--- src/rtl/ram_rd_pkg.sv ---
// Shared types and constants for the RAM burst reader and its output FIFO.
package ram_rd_pkg;

    typedef enum logic [1:0] {
        IDLE  = 2'd0,
        READ  = 2'd1,
        DRAIN = 2'd2,
        DONE  = 2'd3
    } rd_state_t;

    localparam int FIFO_DEPTH = 2;
    localparam int FIFO_CNT_W = $clog2(FIFO_DEPTH + 1);

endpackage

--- src/rtl/ram_burst_reader_if.sv ---
// Control, RAM read-port and output-stream signals of one burst reader.
interface ram_burst_reader_if #(
    parameter int addr_width = 4,
    parameter int data_width = 8
);
    logic                  start;
    logic [addr_width-1:0] base_addr;
    logic [addr_width:0]   len;
    logic                  abort;
    logic                  busy;
    logic                  done;
    logic                  ram_cs;
    logic                  ram_rd_en;
    logic [addr_width-1:0] ram_rd_addr;
    logic [data_width-1:0] ram_rd_data;
    logic                  m_valid;
    logic [data_width-1:0] m_data;
    logic                  m_last;
    logic                  m_ready;

    // The reader itself: drives the RAM port and the stream.
    modport master (
        input  start, base_addr, len, abort, ram_rd_data, m_ready,
        output busy, done, ram_cs, ram_rd_en, ram_rd_addr, m_valid, m_data, m_last
    );

    // The environment: controller, RAM and downstream consumer.
    modport slave (
        output start, base_addr, len, abort, ram_rd_data, m_ready,
        input  busy, done, ram_cs, ram_rd_en, ram_rd_addr, m_valid, m_data, m_last
    );
endinterface

--- src/rtl/ram_rd_skid_fifo.sv ---
// Two-entry synchronous FIFO holding RAM words plus their last-word flag.
module ram_rd_skid_fifo
    import ram_rd_pkg::*;
#(
    parameter int data_width = 8
) (
    input  logic                  clk,
    input  logic                  rst_n,
    input  logic                  i_flush,
    input  logic                  i_push,
    input  logic [data_width-1:0] i_data,
    input  logic                  i_last,
    input  logic                  i_pop,
    output logic                  o_empty,
    output logic [data_width-1:0] o_data,
    output logic                  o_last,
    output logic [FIFO_CNT_W-1:0] o_count
);

    localparam int PTR_W = $clog2(FIFO_DEPTH);

    logic [data_width-1:0] r_data [FIFO_DEPTH];
    logic                  r_last [FIFO_DEPTH];
    logic [PTR_W-1:0]      r_wr_ptr;
    logic [PTR_W-1:0]      r_rd_ptr;
    logic [FIFO_CNT_W-1:0] r_count;
    logic                  w_push;
    logic                  w_pop;

    assign w_pop  = i_pop && (r_count != '0);
    assign w_push = i_push && ((r_count != FIFO_CNT_W'(FIFO_DEPTH)) || w_pop);

    // NOTE: storage is reset here on purpose: the head word is a module output and must read 0 out of reset.
    always_ff @(posedge clk or negedge rst_n) begin
        if (!rst_n) begin
            for (int i = 0; i < FIFO_DEPTH; i++) begin
                r_data[i] <= '0;
                r_last[i] <= 1'b0;
            end
            r_wr_ptr <= '0;
            r_rd_ptr <= '0;
            r_count  <= '0;
        end else if (i_flush) begin
            r_wr_ptr <= '0;
            r_rd_ptr <= '0;
            r_count  <= '0;
        end else begin
            if (w_push) begin
                r_data[r_wr_ptr] <= i_data;
                r_last[r_wr_ptr] <= i_last;
                r_wr_ptr         <= r_wr_ptr + 1'b1;
            end
            if (w_pop) begin
                r_rd_ptr <= r_rd_ptr + 1'b1;
            end
            r_count <= r_count + FIFO_CNT_W'(w_push) - FIFO_CNT_W'(w_pop);
        end
    end

    assign o_empty = (r_count == '0);
    assign o_data  = r_data[r_rd_ptr];
    assign o_last  = r_last[r_rd_ptr];
    assign o_count = r_count;

endmodule

--- src/rtl/ram_burst_reader.sv ---
// Walks a wrapping address range of a registered-read RAM and streams the
// words out as valid/ready with a last flag, hiding the one-cycle read latency.
module ram_burst_reader #(
    parameter int addr_width  = 4,
    parameter int data_width  = 8,
    parameter int data_deepth = 16
) (
    input  logic                clk,
    input  logic                rst_n,
    ram_burst_reader_if.master  bus
);
    import ram_rd_pkg::*;

    localparam logic [addr_width-1:0] LAST_ADDR = addr_width'(data_deepth - 1);
    localparam int                    OCC_W     = FIFO_CNT_W + 1;

    rd_state_t             r_state;
    rd_state_t             w_state_nxt;
    logic [addr_width-1:0] r_addr;
    logic [addr_width:0]   r_remaining;
    logic                  r_inflight;
    logic                  r_inflight_last;

    logic                  w_abort;
    logic                  w_pop;
    logic                  w_issue;
    logic                  w_last_issue;
    logic [OCC_W-1:0]      w_occupancy;
    logic                  w_fifo_empty;
    logic                  w_fifo_last;
    logic [data_width-1:0] w_fifo_data;
    logic [FIFO_CNT_W-1:0] w_fifo_count;

    assign w_abort = bus.abort && (r_state != IDLE);
    assign w_pop   = !w_fifo_empty && bus.m_ready;

    // Slots that stay claimed after this edge: words held plus the word landing, minus the one leaving.
    assign w_occupancy  = {1'b0, w_fifo_count} + OCC_W'(r_inflight) - OCC_W'(w_pop);
    assign w_issue      = (r_state == READ) && !w_abort && (w_occupancy < OCC_W'(FIFO_DEPTH));
    assign w_last_issue = w_issue && (r_remaining == (addr_width+1)'(1));

    // NOTE: every always_comb output gets a default first so no path can infer a latch.
    always_comb begin
        w_state_nxt = r_state;
        case (r_state)
            IDLE:    if (bus.start) w_state_nxt = (bus.len == '0) ? DONE : READ;
            READ:    if (w_last_issue) w_state_nxt = DRAIN;
            DRAIN:   if (w_fifo_empty && !r_inflight) w_state_nxt = DONE;
            DONE:    w_state_nxt = IDLE;
            default: w_state_nxt = IDLE;
        endcase
        if (w_abort) begin
            w_state_nxt = IDLE;
        end
    end

    // NOTE: state registers use non-blocking assignments so every flop samples pre-edge values.
    always_ff @(posedge clk or negedge rst_n) begin
        if (!rst_n) begin
            r_state         <= IDLE;
            r_addr          <= '0;
            r_remaining     <= '0;
            r_inflight      <= 1'b0;
            r_inflight_last <= 1'b0;
        end else begin
            r_state         <= w_state_nxt;
            r_inflight      <= w_issue;
            r_inflight_last <= w_last_issue;
            if (r_state == IDLE && bus.start) begin
                r_addr      <= bus.base_addr;
                r_remaining <= bus.len;
            end else if (w_issue) begin
                r_addr      <= (r_addr == LAST_ADDR) ? '0 : r_addr + 1'b1;
                r_remaining <= r_remaining - 1'b1;
            end
        end
    end

    // Abort flushes the FIFO and, since flush beats push, drops the word in flight.
    ram_rd_skid_fifo #(
        .data_width (data_width)
    ) u_fifo (
        .clk     (clk),
        .rst_n   (rst_n),
        .i_flush (w_abort),
        .i_push  (r_inflight),
        .i_data  (bus.ram_rd_data),
        .i_last  (r_inflight_last),
        .i_pop   (w_pop),
        .o_empty (w_fifo_empty),
        .o_data  (w_fifo_data),
        .o_last  (w_fifo_last),
        .o_count (w_fifo_count)
    );

    assign bus.busy        = (r_state != IDLE);
    assign bus.done        = (r_state == DONE);
    assign bus.ram_rd_en   = w_issue;
    assign bus.ram_cs      = w_issue;
    assign bus.ram_rd_addr = r_addr;
    assign bus.m_valid     = !w_fifo_empty;
    assign bus.m_data      = w_fifo_data;
    assign bus.m_last      = w_fifo_last;

endmodule

--- src/flat_wrapper.sv ---
// flat-port wrapper written by rule: the top's interface ports become plain ports
module ram_burst_reader_flat import ram_rd_pkg::*;
#(
    parameter int addr_width  = 4,
    parameter int data_width  = 8,
    parameter int data_deepth = 16
)
  (clk, rst_n, bus_start, bus_base_addr, bus_len, bus_abort, bus_ram_rd_data, bus_m_ready, bus_busy, bus_done, bus_ram_cs, bus_ram_rd_en, bus_ram_rd_addr, bus_m_valid, bus_m_data, bus_m_last);
  ram_burst_reader_if #(.addr_width(addr_width), .data_width(data_width)) bus_i ();
  input  logic clk;
  input  logic rst_n;
  input wire logic [$bits(bus_i.start)-1:0] bus_start;
  input wire logic [$bits(bus_i.base_addr)-1:0] bus_base_addr;
  input wire logic [$bits(bus_i.len)-1:0] bus_len;
  input wire logic [$bits(bus_i.abort)-1:0] bus_abort;
  input wire logic [$bits(bus_i.ram_rd_data)-1:0] bus_ram_rd_data;
  input wire logic [$bits(bus_i.m_ready)-1:0] bus_m_ready;
  output wire logic [$bits(bus_i.busy)-1:0] bus_busy;
  output wire logic [$bits(bus_i.done)-1:0] bus_done;
  output wire logic [$bits(bus_i.ram_cs)-1:0] bus_ram_cs;
  output wire logic [$bits(bus_i.ram_rd_en)-1:0] bus_ram_rd_en;
  output wire logic [$bits(bus_i.ram_rd_addr)-1:0] bus_ram_rd_addr;
  output wire logic [$bits(bus_i.m_valid)-1:0] bus_m_valid;
  output wire logic [$bits(bus_i.m_data)-1:0] bus_m_data;
  output wire logic [$bits(bus_i.m_last)-1:0] bus_m_last;
  assign bus_i.start = bus_start;
  assign bus_i.base_addr = bus_base_addr;
  assign bus_i.len = bus_len;
  assign bus_i.abort = bus_abort;
  assign bus_i.ram_rd_data = bus_ram_rd_data;
  assign bus_i.m_ready = bus_m_ready;
  assign bus_busy = bus_i.busy;
  assign bus_done = bus_i.done;
  assign bus_ram_cs = bus_i.ram_cs;
  assign bus_ram_rd_en = bus_i.ram_rd_en;
  assign bus_ram_rd_addr = bus_i.ram_rd_addr;
  assign bus_m_valid = bus_i.m_valid;
  assign bus_m_data = bus_i.m_data;
  assign bus_m_last = bus_i.m_last;
  ram_burst_reader #(.addr_width(addr_width), .data_width(data_width), .data_deepth(data_deepth)) u_core (.clk(clk), .rst_n(rst_n), .bus(bus_i));
endmodule
--- config.mk ---
export PLATFORM = sky130hd
export DESIGN_NAME = ram_burst_reader_flat
export DESIGN_NICKNAME = d
export VERILOG_FILES = /design/src/rtl/ram_rd_pkg.sv /design/src/rtl/ram_burst_reader_if.sv /design/src/rtl/ram_rd_skid_fifo.sv /design/src/rtl/ram_burst_reader.sv /design/src/flat_wrapper.sv
export SDC_FILE = /design/constraint.sdc
export NUM_CORES = 1
export LEC_CHECK = 0
export CORE_ASPECT_RATIO = 1.1
export CORE_MARGIN = 5
export CORE_UTILIZATION = 30
export DETAILED_ROUTE_END_ITERATION = 10
export SYNTH_ARGS = -nofsm -noshare
export SYNTH_HDL_FRONTEND = slang
export SYNTH_SLANG_ARGS = --single-unit
export TNS_END_PERCENT = 30
--- constraint.sdc ---
create_clock -name clk -period 5.91 [get_ports clk]
set_clock_uncertainty 0.2 [all_clocks]
set_input_delay 0.591 -clock clk [delete_from_list [all_inputs] [get_ports clk]]
set_output_delay 0.591 -clock clk [all_outputs]
set_load 0.005 [all_outputs]
==> reports/qor.txt <==
run status - finished, final reports clean
Worst Path Max Fanout - 11
die span in x - 86.9 um
syn avg cell area - 11.9 um^2
largest net degree at the start of global routing - 36
worst-skew pair later-pin latency - 0.29 ns
final worst setup slack - 1.82 ns
# port buffers - 39
CTS clk-pin slew, worst paths - 0.07 ns
Max-slew headroom - 57.6%
Layout Cells excl Fill - 286
RSZ-0062 raised after global routing - no
Worst Path Required - 5.12 ns
wire per inst - 13.6 um
Worst-Margin Slew - 0.634 ns
layout net count - 238
Worst Setup Path Type - input pin to output pin
H-tree levels - 2
worst vdd ir - 209 uV
RR Endpoint - u_core.r_remaining[1]$_DFFE_PN0P_
grt ovf - 0
Mapped Cells - 164
area fraction in compound gates after synthesis - 8.40%
Synth warnings - 0
vias in the first global route - 1,441
Post-CTS Setup Inserts - 0
core area - 6270 um^2
XOR/XNOR share of the synthesized area - 3.08%
Vert. Die Dim - 94.6 um
clock sink count - 35
Post-Synth Adder-Cell Area - 7.44%
P&R area growth vs syn - 27.4%
class of the worst hold path - flop to flop
post-synthesis sequential area ratio - 44.9%
endpoints failing hold - 0
Main synth FF type - dfrtp_1
multiplexer share of the synthesized area - 19.4%
DR pass1 iterations - 2
Vias - 1,328
max cap viols - 0
Max Fclk - 244 MHz
kind of start point of the critical path - input pin
hold slack - 0.307 ns
residual DRC count - 0
CP arrival - 3.30 ns
r2r worst-path depth - 11
Syn Nets - 197
fin crit share - 69.3%
GPL Wtd Cong - 0.759
Placement Setup Slack - 1.78 ns
Simple-Gate Fraction of Synth Area - 11.8%
Max Slew Vio Count - 0
EDFF count, synth - 0
DP Cell Count - 278
Final setup violation count - 0
worst r2r src - u_core.u_fifo.o_count[1]$_DFF_PN0_
I/O pin cnt - 40
fraction of layout instances using a drive strength above 1 - 19.9%
TNS Setup - 0 ns
Resize count post-CTS - 0
CTS buffer count - 5
vias per std cell - 4.64
row count - 30
largest family of logic cells by synthesized area - multiplexers
Starting Density - 31.1%
Total GRT Usage - 10.4%
PwrDens - 470 nW/um^2
Netlist Area Pre-Place - 1950 um^2
CTS Buffer Depth - 2
Clock Tree Root - clkbuf_8
HPWL after DPL - 2.83 mm
Final ANT Viol Nets - 0
number of fill cells - 623
end point of the critical path - bus_ram_rd_en
Seq. cell area - 876 um^2
leak pwr - 1.10 nW
TritonCTS clock tree - built
antenna violations before repair - 0
Post-CTS Hold Fix Bufs - 0
Multi-input gate area - 978 um^2
Worst setup EP type - output pin
n_diodes - 0
CP Launch Point - bus_m_ready
fin util - 39.7%
post-synthesis cell type count - 39
DRT Wirelength - 3.89 mm
first-pass GRT wire length - 6.73 mm
die area - 8220 um^2
Iter 0 DRT Violations - 23
FF+latch count, synth - 35
Final Critical Period - 4.09 ns
R2R Setup Slk - 2.72 ns
ys async rst share - 100%
cell usage in the layout, fill, tap and decap left out, types with 2 or more instances in the layout:
master / n
inv_1: 12
a31oi_1: 7
and2_1: 3
or3_1: 5
xor2_1: 2
dfrtp_1: 35
mux2_4: 9
a21oi_1: 2
nor2_1: 13
clkdlybuf4s50_1: 39
mux2_2: 19
clkbuf_8: 5
o21ai_0: 6
ha_1: 10
mux2i_1: 3
nand2_1: 7
nor2b_1: 2
xnor2_1: 3
state kept, by name (all words and copies together) (netlist names):
register,count
u_core.r_state,2
u_core.r_inflight,1
u_core.bus.ram_rd_addr,4
u_core.u_fifo.r_data,16
u_core.u_fifo.r_wr_ptr,1
u_core.u_fifo.r_last,2
u_core.u_fifo.o_count,2
u_core.r_inflight_last,1
u_core.u_fifo.r_rd_ptr,1
u_core.r_remaining,5
layer usage:
layer  GRT usage [%]  share of wire (%)
met4            4.29                1.7
met5               0                  0
met1            13.4                 46
met2            16.5                 46
met3            2.79                6.0
Yosys cell counts, drive strengths merged, types with 2 or more instances:
library cell / n / share of area, %
ha: 10 / 6.4
a21oi: 2 / 0.51
dfrtp: 35 / 45
buf: 4 / 2.1
or3: 5 / 1.6
nor2: 13 / 2.5
o21ai: 6 / 1.5
mux2i: 3 / 1.5
xor2: 2 / 0.90
a31oi: 7 / 2.2
inv: 12 / 2.3
nand4b: 2 / 1.7
xnor2: 4 / 2.2
clkbuf: 2 / 0.38
nor2b: 2 / 0.64
and2: 3 / 0.96
mux2: 28 / 18
nand2: 7 / 1.3
o31ai: 2 / 1.5
logic make-up (layout without fill, tap and decap cells):
| logic type | Yosys count | count (layout) |
|---|---|---|
| xor+xnor | 6 | 6 |
| compound gates | 23 | 23 |
| flops | 35 | 35 |
| simple gates | 39 | 39 |
| buf+inv | 19 | 61 |
| fa+ha+maj | 11 | 11 |
| mux | 31 | 31 |
critical path, cell delays in order:
cell	delay, ns
clkdlybuf4s50_1	0.53
nand2_1	0.13
inv_1	0.10
ha_1	0.22
nand2b_1	0.15
fa_1	0.41
xnor2_2	0.20
nand4b_4	0.19
clkinv_1	0.23
clkdlybuf4s50_1	0.55
per-stage QoR:
step | total power, W | cell area (um^2)
floorplan | 0.000798 | 1950
global placement | 0.00100 | 2400
detailed placement | 0.00101 | 2400
CTS | 0.00119 | 2490
global route | 0.00127 | 2490
finish | 0.00117 | 2490
final cells by class:
cell class	count	share of cell area (%)
Clock inverter	2	0.503
Clock buffer	6	2.92
Timing Repair Buffer	40	16.0
Tap cell	80	4.03
Sequential cell	35	35.2
Multi-Input combinational cell	110	39.4
Inverter	13	1.96
where the power goes:
part           switching (W)  internal [W]  leakage, nW  total [W]
Sequential         0.0000900      0.000339        0.436   0.000428
Combinational       0.000230      0.000340        0.620   0.000570
Clock              0.0000883     0.0000823       0.0412   0.000171
how the worst min path moves through the flow:
stage / startpoint / endpoint / slack (ns) / cells past startpoint
2_1_floorplan: rst_n / u_core.bus.ram_rd_addr[0]$_DFFE_PN0P_ / 0.1 / 0
6_report: u_core.u_fifo.r_last[1]$_DFFE_PN0P_ / u_core.u_fifo.r_last[1]$_DFFE_PN0P_ / 0.31 / 1
3_5_place_dp: u_core.u_fifo.r_data[5]$_DFFE_PN0P_ / u_core.u_fifo.r_data[5]$_DFFE_PN0P_ / 0.29 / 1
4_1_cts: u_core.u_fifo.r_data[7]$_DFFE_PN0P_ / u_core.u_fifo.r_data[7]$_DFFE_PN0P_ / 0.31 / 1
5_1_grt: u_core.u_fifo.r_data[10]$_DFFE_PN0P_ / u_core.u_fifo.r_data[10]$_DFFE_PN0P_ / 0.32 / 1
3_3_place_gp: u_core.u_fifo.r_data[15]$_DFFE_PN0P_ / u_core.u_fifo.r_data[15]$_DFFE_PN0P_ / 0.28 / 1
No activity file was read; power rests on OpenSTA's default activity.
